`config.mk`:
```
export PLATFORM = sky130hd
export DESIGN_NAME = vga_sync_gen
export DESIGN_NICKNAME = d
export VERILOG_FILES = /design/src/rtl/vga_pkg.sv /design/src/rtl/vga_axis_cnt.sv /design/src/rtl/vga_sync_gen.sv
export SDC_FILE = /design/constraint.sdc
export NUM_CORES = 1
export LEC_CHECK = 0
export BUFFER_PORTS_ARGS = -buffer_cell sky130_fd_sc_hd__buf_4
export CAP_MARGIN = 30
export CORE_ASPECT_RATIO = 1.5
export CORE_UTILIZATION = 55
export CTS_CLUSTER_DIAMETER = 120
export DETAILED_ROUTE_END_ITERATION = 8
export GPL_TIMING_DRIVEN = 0
export HOLD_SLACK_MARGIN = 0.08
export MAX_ROUTING_LAYER = met4
export PLACE_DENSITY_LB_ADDON = 0.2
export SLEW_MARGIN = 20
export SYNTH_ARGS = -nofsm -noshare
export SYNTH_HDL_FRONTEND = slang
export SYNTH_SLANG_ARGS = --single-unit
```
`constraint.sdc`:
```
create_clock -name clk -period 3.1 [get_ports clk]
set_input_delay 0.155 -clock clk [delete_from_list [all_inputs] [get_ports clk]]
set_output_delay 0.155 -clock clk [all_outputs]
set_load 0.03 [all_outputs]
```
`src/rtl/vga_pkg.sv`:
```
// Shared timing constants and helpers for the VGA raster generator.
// Defaults describe 640x480@60 with a 25 MHz pixel clock.
package vga_pkg;

    localparam int COORD_W = 10;

    localparam int DEF_H_ACTIVE = 640;
    localparam int DEF_H_FP     = 16;
    localparam int DEF_H_SYNC   = 96;
    localparam int DEF_H_BP     = 48;

    localparam int DEF_V_ACTIVE = 480;
    localparam int DEF_V_FP     = 10;
    localparam int DEF_V_SYNC   = 2;
    localparam int DEF_V_BP     = 33;

    // Pixels per line including blanking.
    function automatic int h_total(input int active, input int fp, input int sync, input int bp);
        return active + fp + sync + bp;
    endfunction

    // Lines per frame including blanking.
    function automatic int v_total(input int active, input int fp, input int sync, input int bp);
        return active + fp + sync + bp;
    endfunction

endpackage

```
`src/rtl/vga_axis_cnt.sv`:
```
// One raster axis: wrapping position counter with active-window and sync
// decode. The decodes are computed from the next count so the registered
// sync flag lines up with the registered count in the same cycle.
module vga_axis_cnt
    import vga_pkg::*;
#(
    parameter int TOTAL    = 800,
    parameter int ACTIVE   = 640,
    parameter int SYNC_BEG = 656,
    parameter int SYNC_END = 751,
    parameter bit POL      = 1'b0
) (
    input  logic               clk_i,
    input  logic               rst_i,
    input  logic               en_i,
    output logic [COORD_W-1:0] cnt_o,
    output logic               wrap_o,
    output logic               active_nxt_o,
    output logic               sync_o
);

    // One extra bit so an edge value of 1024 does not alias to 0.
    localparam logic [COORD_W:0] LAST  = (COORD_W+1)'(TOTAL - 1);
    localparam logic [COORD_W:0] ACT   = (COORD_W+1)'(ACTIVE);
    localparam logic [COORD_W:0] S_BEG = (COORD_W+1)'(SYNC_BEG);
    localparam logic [COORD_W:0] S_END = (COORD_W+1)'(SYNC_END);

    logic [COORD_W-1:0] cnt_q, cnt_d;
    logic               sync_q, sync_d;
    logic               at_last;

    assign at_last = ({1'b0, cnt_q} == LAST);
    assign wrap_o  = en_i & at_last;

    // Next count and decodes of that next position.
    always_comb begin
        cnt_d = cnt_q;
        if (en_i) begin
            cnt_d = at_last ? '0 : cnt_q + 1'b1;
        end
        active_nxt_o = ({1'b0, cnt_d} < ACT);
        sync_d       = (({1'b0, cnt_d} >= S_BEG) && ({1'b0, cnt_d} <= S_END)) ? POL : ~POL;
    end

    // Reset parks the counter on its last position, outside sync.
    always_ff @(posedge clk_i or posedge rst_i) begin
        if (rst_i) begin
            cnt_q  <= COORD_W'(TOTAL - 1);
            sync_q <= ~POL;
        end else begin
            cnt_q  <= cnt_d;
            sync_q <= sync_d;
        end
    end

    assign cnt_o  = cnt_q;
    assign sync_o = sync_q;

endmodule

```
`src/rtl/vga_sync_gen.sv`:
```
// VGA raster timing generator: pixel/line counters, active-video window,
// HS/VS pulses and line/frame start strobes, all registered and aligned.
// Optional macro VGA_PIX_DIV2_EN: pixel rate is clk/2 via an internal toggle.
module vga_sync_gen
    import vga_pkg::*;
#(
    parameter int H_ACTIVE = DEF_H_ACTIVE,
    parameter int H_FP     = DEF_H_FP,
    parameter int H_SYNC   = DEF_H_SYNC,
    parameter int H_BP     = DEF_H_BP,
    parameter int V_ACTIVE = DEF_V_ACTIVE,
    parameter int V_FP     = DEF_V_FP,
    parameter int V_SYNC   = DEF_V_SYNC,
    parameter int V_BP     = DEF_V_BP,
    parameter bit HS_POL   = 1'b0,
    parameter bit VS_POL   = 1'b0
) (
    input  logic               clk,
    input  logic               rst,
    output logic [COORD_W-1:0] x,
    output logic [COORD_W-1:0] y,
    output logic               video_on,
    output logic               hsync,
    output logic               vsync,
    output logic               line_start,
    output logic               frame_start,
    output logic               pix_stb
);

    localparam int H_TOTAL = h_total(H_ACTIVE, H_FP, H_SYNC, H_BP);
    localparam int V_TOTAL = v_total(V_ACTIVE, V_FP, V_SYNC, V_BP);

    if (H_TOTAL > 1024 || V_TOTAL > 1024) begin : g_bad_timing
        $error("vga_sync_gen: H_TOTAL and V_TOTAL must both be <= 1024");
    end

    logic pix_en;
    logic h_wrap, v_wrap;
    logic h_act_nxt, v_act_nxt;
    logic video_on_q, line_start_q, frame_start_q, pix_stb_q;

`ifdef VGA_PIX_DIV2_EN
    logic div_q;

    // Toggle flop: enable on every other clk, starting with the first edge.
    always_ff @(posedge clk or posedge rst) begin
        if (rst) div_q <= 1'b0;
        else     div_q <= ~div_q;
    end

    assign pix_en = ~div_q;
`else
    assign pix_en = 1'b1;
`endif

    vga_axis_cnt #(
        .TOTAL    (H_TOTAL),
        .ACTIVE   (H_ACTIVE),
        .SYNC_BEG (H_ACTIVE + H_FP),
        .SYNC_END (H_ACTIVE + H_FP + H_SYNC - 1),
        .POL      (HS_POL)
    ) u_h (
        .clk_i        (clk),
        .rst_i        (rst),
        .en_i         (pix_en),
        .cnt_o        (x),
        .wrap_o       (h_wrap),
        .active_nxt_o (h_act_nxt),
        .sync_o       (hsync)
    );

    // Vertical axis steps only when the line wraps.
    vga_axis_cnt #(
        .TOTAL    (V_TOTAL),
        .ACTIVE   (V_ACTIVE),
        .SYNC_BEG (V_ACTIVE + V_FP),
        .SYNC_END (V_ACTIVE + V_FP + V_SYNC - 1),
        .POL      (VS_POL)
    ) u_v (
        .clk_i        (clk),
        .rst_i        (rst),
        .en_i         (h_wrap),
        .cnt_o        (y),
        .wrap_o       (v_wrap),
        .active_nxt_o (v_act_nxt),
        .sync_o       (vsync)
    );

    // Registered window and strobes; strobes last exactly one clk because
    // the wrap terms are qualified by the pixel enable.
    always_ff @(posedge clk or posedge rst) begin
        if (rst) begin
            video_on_q    <= 1'b0;
            line_start_q  <= 1'b0;
            frame_start_q <= 1'b0;
            pix_stb_q     <= 1'b0;
        end else begin
            video_on_q    <= h_act_nxt & v_act_nxt;
            line_start_q  <= h_wrap;
            frame_start_q <= v_wrap;
            pix_stb_q     <= pix_en;
        end
    end

    assign video_on    = video_on_q;
    assign line_start  = line_start_q;
    assign frame_start = frame_start_q;
    assign pix_stb     = pix_stb_q;

endmodule

```
==> summary.txt, run 1 <==
Placed design
  • Number of port buffers: 27
  • HPWL Detailed: roughly 2500 um
  • Placed cells: 234
  • GP Congestion: roughly 0.9

STA
  • Slew Limit Fails: 0
  • Final hold violation count: 0
  • Count of final setup violators: 0
  • Max Fclk: between 300 and 400 MHz
  • Setup TNS: 0 ns
  • Unrepaired setup endpoints after global routing: no
  • Final Cycle Share: about four fifths
  • Tmin final: about 2.5 ns
  • WHS: 0.406 ns
  • Worst Clk Skew: ~0.006 ns

Power and ir drop
  • Peak supply drop: 0.223 mV
  • Power density of the placed cells: 295 mW/mm2
  • Leak: ~0.83 nW

Final layout
  • Fillers: about 230
  • Ant diodes: 0
  • Nets: 210
  • Layout cells sized above 1: between 30% and 40%
  • Area growth, synth to finish: 20.5%
  • Post-layout util: a little under three quarters
  • Multi-input logic area: 827 um2
  • Reg area: ~670 um2
  • Fin cells: 240

Global routing
  • Vias in the first global route: roughly 1400
  • Initial antenna violation count: 0
  • GRT Max-Usage Layer: met2
  • GR Util met3: roughly 2.6%
  • Met1 usage: ~28%
  • GRT Util Overall: 25.9%
  • First-pass GRT wire length: just under 6000 um
  • Met2 Usage GRT: between 40 and 50%
  • Congestion Overflow GR: 0
  • Largest net degree at the start of global routing: 27

Drt
  • Vias: approximately 1400
  • WL final: roughly 3400 um
  • Count of TritonRoute iterations in the first routing pass: 4
  • Initial drt markers: 45
  • DR DRC count: 0
  • Vias per cell: between 5 and 6
  • Per-cell routed wire length: ~14 um
  • Final ANT Viol Nets: 0

Critical path
  • Required @ worst endpoint: 3.26 ns
  • Worst EP arrival: around 2.7 ns
  • Startpoint types: register
  • Setup crit end kind: register
  • R2R Setup Slk: roughly 0.60 ns
  • FF-to-FF path depth: 9
  • Reg2Reg Launch Point: u_h.cnt_o[0]$_DFF_PP1_
  • Capturing point of the worst reg2reg path: video_on$_DFF_PP0_
  • Setup CP Type: register to register
  • Worst Path Max Fanout: 9

Die
  • Die Y: between 60 and 70 um
  • Row cnt: 23
  • # IOs: 28
  • Die ar.: 0.00314 mm2
  • Die width: around 46 um
  • Initial Util: about three fifths
  • Core Region: 0.00271 mm2

Clock network
  • CTS tree: built
  • Root Buffer: clkbuf_8
  • Worst skew pair latency: between 0.2 and 0.3 ns
  • Maximum clock path buffer count: 2
  • Clk sinks: 26
  • Cts repair resizes: 0
  • Total CTS buffers: 3
  • Clock Pin Slew Worst Setup and Hold Paths: ~0.090 ns
  • H-tree Lvls: 1

Synth
  • Cell Area, Synth: 0.00160 mm2
  • Sequential share of the synthesized area: between 40 and 50%
  • Number of synthesized flops with an enable pin: 0
  • #FFs+latches synth: 26
  • Syn avg cell area: ~9.4 um2
  • Ys flop type: dfrtp_1
  • Cell variety after synth: 49
  • Syn nets: roughly 180
  • Ys async rst share: 100%
  • Post-Syn Instances: 170
  • Yosys Warn Count: 0

Run
  • Maximum capacitance violations: 0

Run status
  • Outcome: completed

Hold path
  • Tightest Hold Check Type: input pin to async pin
==> synthesized netlist by cell type, drive strengths merged (2+ instances only) <==
library cell,n,area share [%]
and3,6,2.3
xor2,3,1.6
a21oi,2,0.86
nor2,15,3.5
and2,3,1.2
and4,4,2.3
a31oi,2,0.78
ha,4,3.1
xnor2,9,4.9
dfstp,12,20
o31ai,2,0.94
nand4,4,1.6
o311a,2,1.2
dfrtp,14,22
a2111oi,2,1.5
a32o,3,1.9
nand3,10,3.9
inv,8,1.9
o21ai,11,3.4
buf,9,4.4
mux2i,2,1.2
nor3,3,1.2
clkbuf,2,0.55
nand2,22,5.2
==> sequential cells by signal, summed over array words and instances (netlist names) <==
signal / flops
video_on: 1
u_v.cnt_o: 10
line_start: 1
u_v.sync_o: 1
u_h.cnt_o: 10
pix_stb: 1
u_h.sync_o: 1
frame_start: 1
==> cells in the final DEF, fill, tap and decap left out, types with 2 or more instances in the layout <==
| master | Yosys | final |
|---|---|---|
| a31oi_1 | 2 | 2 |
| o31ai_1 | 2 | 2 |
| buf_6 | 3 | 3 |
| dfrtp_1 | 14 | 14 |
| a32o_1 | 3 | 3 |
| o21ai_0 | 11 | 11 |
| clkbuf_8 | 0 | 4 |
| o311a_1 | 2 | 2 |
| mux2i_1 | 2 | 2 |
| inv_1 | 8 | 8 |
| dfstp_2 | 12 | 12 |
| and4_1 | 3 | 3 |
| xnor2_1 | 9 | 9 |
| and3_1 | 6 | 6 |
| nor2_1 | 15 | 15 |
| buf_2 | 3 | 3 |
| xor2_1 | 3 | 3 |
| and2_1 | 2 | 2 |
| nor3_1 | 2 | 2 |
| buf_4 | 3 | 30 |
| ha_1 | 4 | 4 |
| nand2_1 | 22 | 22 |
| nand3_1 | 9 | 9 |
| nand4_1 | 4 | 4 |
==> cell type report <==
type | count | area share (%)
sequential | 26 | 34.5
buffer | 11 | 4.15
tap | 37 | 2.40
multi-input combinational | 125 | 42.8
timing repair buffer | 29 | 11.8
inverter | 8 | 1.55
clock buffer | 4 | 2.85
==> power by group <==
group | total, mW | internal (mW) | switching [mW]
sequential | 0.341 | 0.340 | 0.000140
combinational | 0.0132 | 0.00426 | 0.00896
clock | 0.215 | 0.113 | 0.102
==> critical path: stages, from the launching register on <==
cell and delay, ns:
dfstp_2 0.57, ha_1 0.23, and4_1 0.21, buf_4 0.17
nand3_4 0.14, inv_1 0.24, nand4_1 0.16, xor2_1 0.24
nor3_2 0.10, a2111oi_2 0.34
==> cells by family after synthesis <==
group | after synthesis | synth area share, %
buffers and inverters | 19 | 6.87
and+or+nand+nor | 77 | 27.1
DFF | 26 | 41.5
other | 1 | 0.234
AOI/OAI and AO/OA | 29 | 13.3
adders and majority gates | 4 | 3.12
muxes | 2 | 1.25
xor gates and xnor gates | 12 | 6.56
==> worst max-delay path by stage <==
stage          cells after the start                   start            endpoint  slack, ns
3_3_place_gp                       9  u_h.cnt_o[0]$_DFF_PP1_  video_on$_DFF_PP0_       0.63
6_report                           9  u_h.cnt_o[0]$_DFF_PP1_  video_on$_DFF_PP0_       0.60
2_1_floorplan                      9  u_h.cnt_o[0]$_DFF_PP1_  video_on$_DFF_PP0_       0.80
3_5_place_dp                       9  u_h.cnt_o[0]$_DFF_PP1_  video_on$_DFF_PP0_       0.59
4_1_cts                            9  u_h.cnt_o[0]$_DFF_PP1_  video_on$_DFF_PP0_       0.57
5_1_grt                            9  u_h.cnt_o[0]$_DFF_PP1_  video_on$_DFF_PP0_       0.42
==> timing repair <==
item	in CTS	in global routing
buffers inserted	0	0
hold buffers	0	1
endpoints found under the hold margin	0	4
==> metal layers <==
layer / wire [um] / share of wire [%]
met2: 1860 / 54
met3: 154 / 4.5
met1: 1340 / 39
met5: 0 / 0
met4: 70 / 2.0
==> metrics by stage <==
| step | instance area [um2] | power [mW] | setup slack (ns) |
|---|---|---|---|
| 5_1_grt | 1930 | 0.589 | 0.423 |
| 2_1_floorplan | 1600 | 0.353 | 0.798 |
| 3_3_place_gp | 1850 | 0.357 | 0.634 |
| 3_5_place_dp | 1850 | 0.357 | 0.585 |
| 4_1_cts | 1910 | 0.575 | 0.569 |
| 6_report | 1930 | 0.569 | 0.600 |
Power figures use the tool's default switching activity.
==> inputs of run 2 (changes only) <==
Settings changed: CORE_UTILIZATION 55 to 50.
Clock period 3.1 ns to 2 ns, I/O delays scaled along.
==> summary.txt, run 2 (same netlist as run 1, synthesis figures left out) <==
Drt
  • Vias: 1450
  • Final ANT Viol Nets: 0
  • WL final: 3740 um
  • Count of TritonRoute iterations in the first routing pass: 4
  • Vias per cell: 5.73
  • Initial drt markers: 50
  • Per-cell routed wire length: 14.8 um
  • DR DRC count: 0

Final layout
  • Most common cell after layout, fill and taps aside: buf_4
  • Layout cells sized above 1: 42.1%
  • Ant diodes: 0
  • Nets: ~220
  • Fin area: approximately 0.0021 mm2
  • Commonest cells after routing, fill and taps aside: 44 x buf_4, 21 x nand2_1, 13 x nor2_1
  • Fin cells: about 250
  • Area growth, synth to finish: 33.5%

Global routing
  • Vias in the first global route: about 1300
  • GRT Util Overall: 24.5%
  • Largest net degree at the start of global routing: 27
  • Congestion Overflow GR: 0
  • First-pass GRT wire length: ~6000 um
  • Initial antenna violation count: 0

Power and ir drop
  • Power density of the placed cells: roughly 470 mW/mm2
  • Leak: approximately 0.9 nW
  • Peak supply drop: roughly 0.37 mV
  • Design Power: approximately 1 mW

Critical path
  • Startpoint types: register
  • Setup CP Type: register to register
  • Worst Path Max Fanout: 10
  • Worst EP arrival: between 2 and 2.5 ns
  • Setup crit end kind: register
  • Required @ worst endpoint: 2.20 ns

Hold path
  • Tightest Hold Check Type: input pin to async pin

Die
  • Core Region: 0.00297 mm2
  • Row cnt: 24
  • Die width: 48.2 um
  • Die ar.: ~0.0034 mm2
  • # IOs: 28
  • Die Y: 71.3 um
  • Initial Util: a little over half

Clock network
  • CTS tree: built
  • Total CTS buffers: 3
  • Clock Pin Slew Worst Setup and Hold Paths: around 0.09 ns
  • Clk sinks: 26
  • Root Buffer: clkbuf_8
  • H-tree Lvls: 1
  • Worst skew pair latency: ~0.27 ns
  • Maximum clock path buffer count: 2

STA
  • Final Cycle Share: ~100%
  • Worst Clk Skew: roughly 0.0029 ns
  • Final hold violation count: 0
  • Tmin final: 2.00 ns
  • Unrepaired setup endpoints after global routing: yes
  • Max Fclk: roughly 500 MHz
  • Count of final setup violators: 0
  • Slew Limit Fails: 0

Placed design
  • Number of port buffers: 27
  • HPWL Detailed: ~2600 um
  • Placed cells: 236
  • GP Congestion: between 0.9 and 1
  • Placed Instance Area: ~0.0019 mm2

Run status
  • Outcome: completed

Run
  • Maximum capacitance violations: 0
run 2: final timing paths:
kind | from | to | slack [ns] | cells past startpoint
setup / recovery | u_v.cnt_o[3]$_DFF_PP1_ | u_v.sync_o$_DFF_PP1_ | 0.001 | 7
hold / removal | rst | pix_stb$_DFF_PP0_ | 0.31 | 3
setup reg to reg | u_v.cnt_o[3]$_DFF_PP1_ | u_v.sync_o$_DFF_PP1_ | 0.001 | 7
hold reg to reg | u_h.cnt_o[2]$_DFF_PP1_ | u_h.cnt_o[2]$_DFF_PP1_ | 0.55 | 1
max in group asynchronous | rst | u_v.cnt_o[9]$_DFF_PP1_ | 1.24 | 4
min in group clk | u_h.cnt_o[2]$_DFF_PP1_ | u_h.cnt_o[2]$_DFF_PP1_ | 0.55 | 1
run 2: per-layer routing:
metal / up-vias / track usage (%) / wire, um
met2: 34 / 42.1 / 2100
met3: 7 / 2.27 / 93
li1: 696 / - / -
met1: 713 / 27.2 / 1470
met5: - / - / 0
met4: 0 / 9.88 / 76
run 2: report_power, final:
group	internal [mW]	switching, mW	total (mW)	leakage [nW]
Clock	0.268	0.177	0.445	0.0357
Sequential	0.528	0.000244	0.528	0.303
Combinational	0.00934	0.0146	0.0240	0.560
Total	0.805	0.192	0.997	0.899
run 2: area by class of cell:
cell class	instances	area [um2]
Multi-Input combinational cell	125	897
Fill cell	225	833
Sequential cell	26	669
Timing Repair Buffer	43	345
Buffer	8	72.6
Tap cell	39	48.8
Clock buffer	3	41.3
Inverter	8	35.0
Clock inverter	1	30.0
run 2: critical path: stages, from the launching register on:
cell and delay [ns]:
dfstp_2 0.38, buf_2 0.17, and4_4 0.22, and3_2 0.25, or4b_1 0.47, o311a_1 0.13, nor3_2 0.19, nand4_1 0.12
run 2: repair_timing:
item | 4_1_cts | 5_1_grt
endpoints found under the setup margin | 5 | 5
setup buffers | 11 | 3
endpoints found under the hold margin | 0 | 18
hold buffers | 0 | 1
resized for setup | 6 | 14
pin swaps | 4 | 2
run 2: metrics by stage:
| step | hold slack [ns] | worst slack [ns] | util (%) | TNS (ns) |
|---|---|---|---|---|
| after floorplan | 0.131 | -0.0514 | - | -0.0967 |
| after global placement | 0.366 | -0.193 | 63.0 | -0.420 |
| after detailed placement | 0.397 | -0.211 | 63.0 | -0.486 |
| after CTS | 0.0938 | -0.0206 | 68.4 | -0.0206 |
| after global routing | 0.310 | -0.143 | 72.0 | -0.330 |
| final | 0.306 | 0.00129 | 72.0 | 0 |
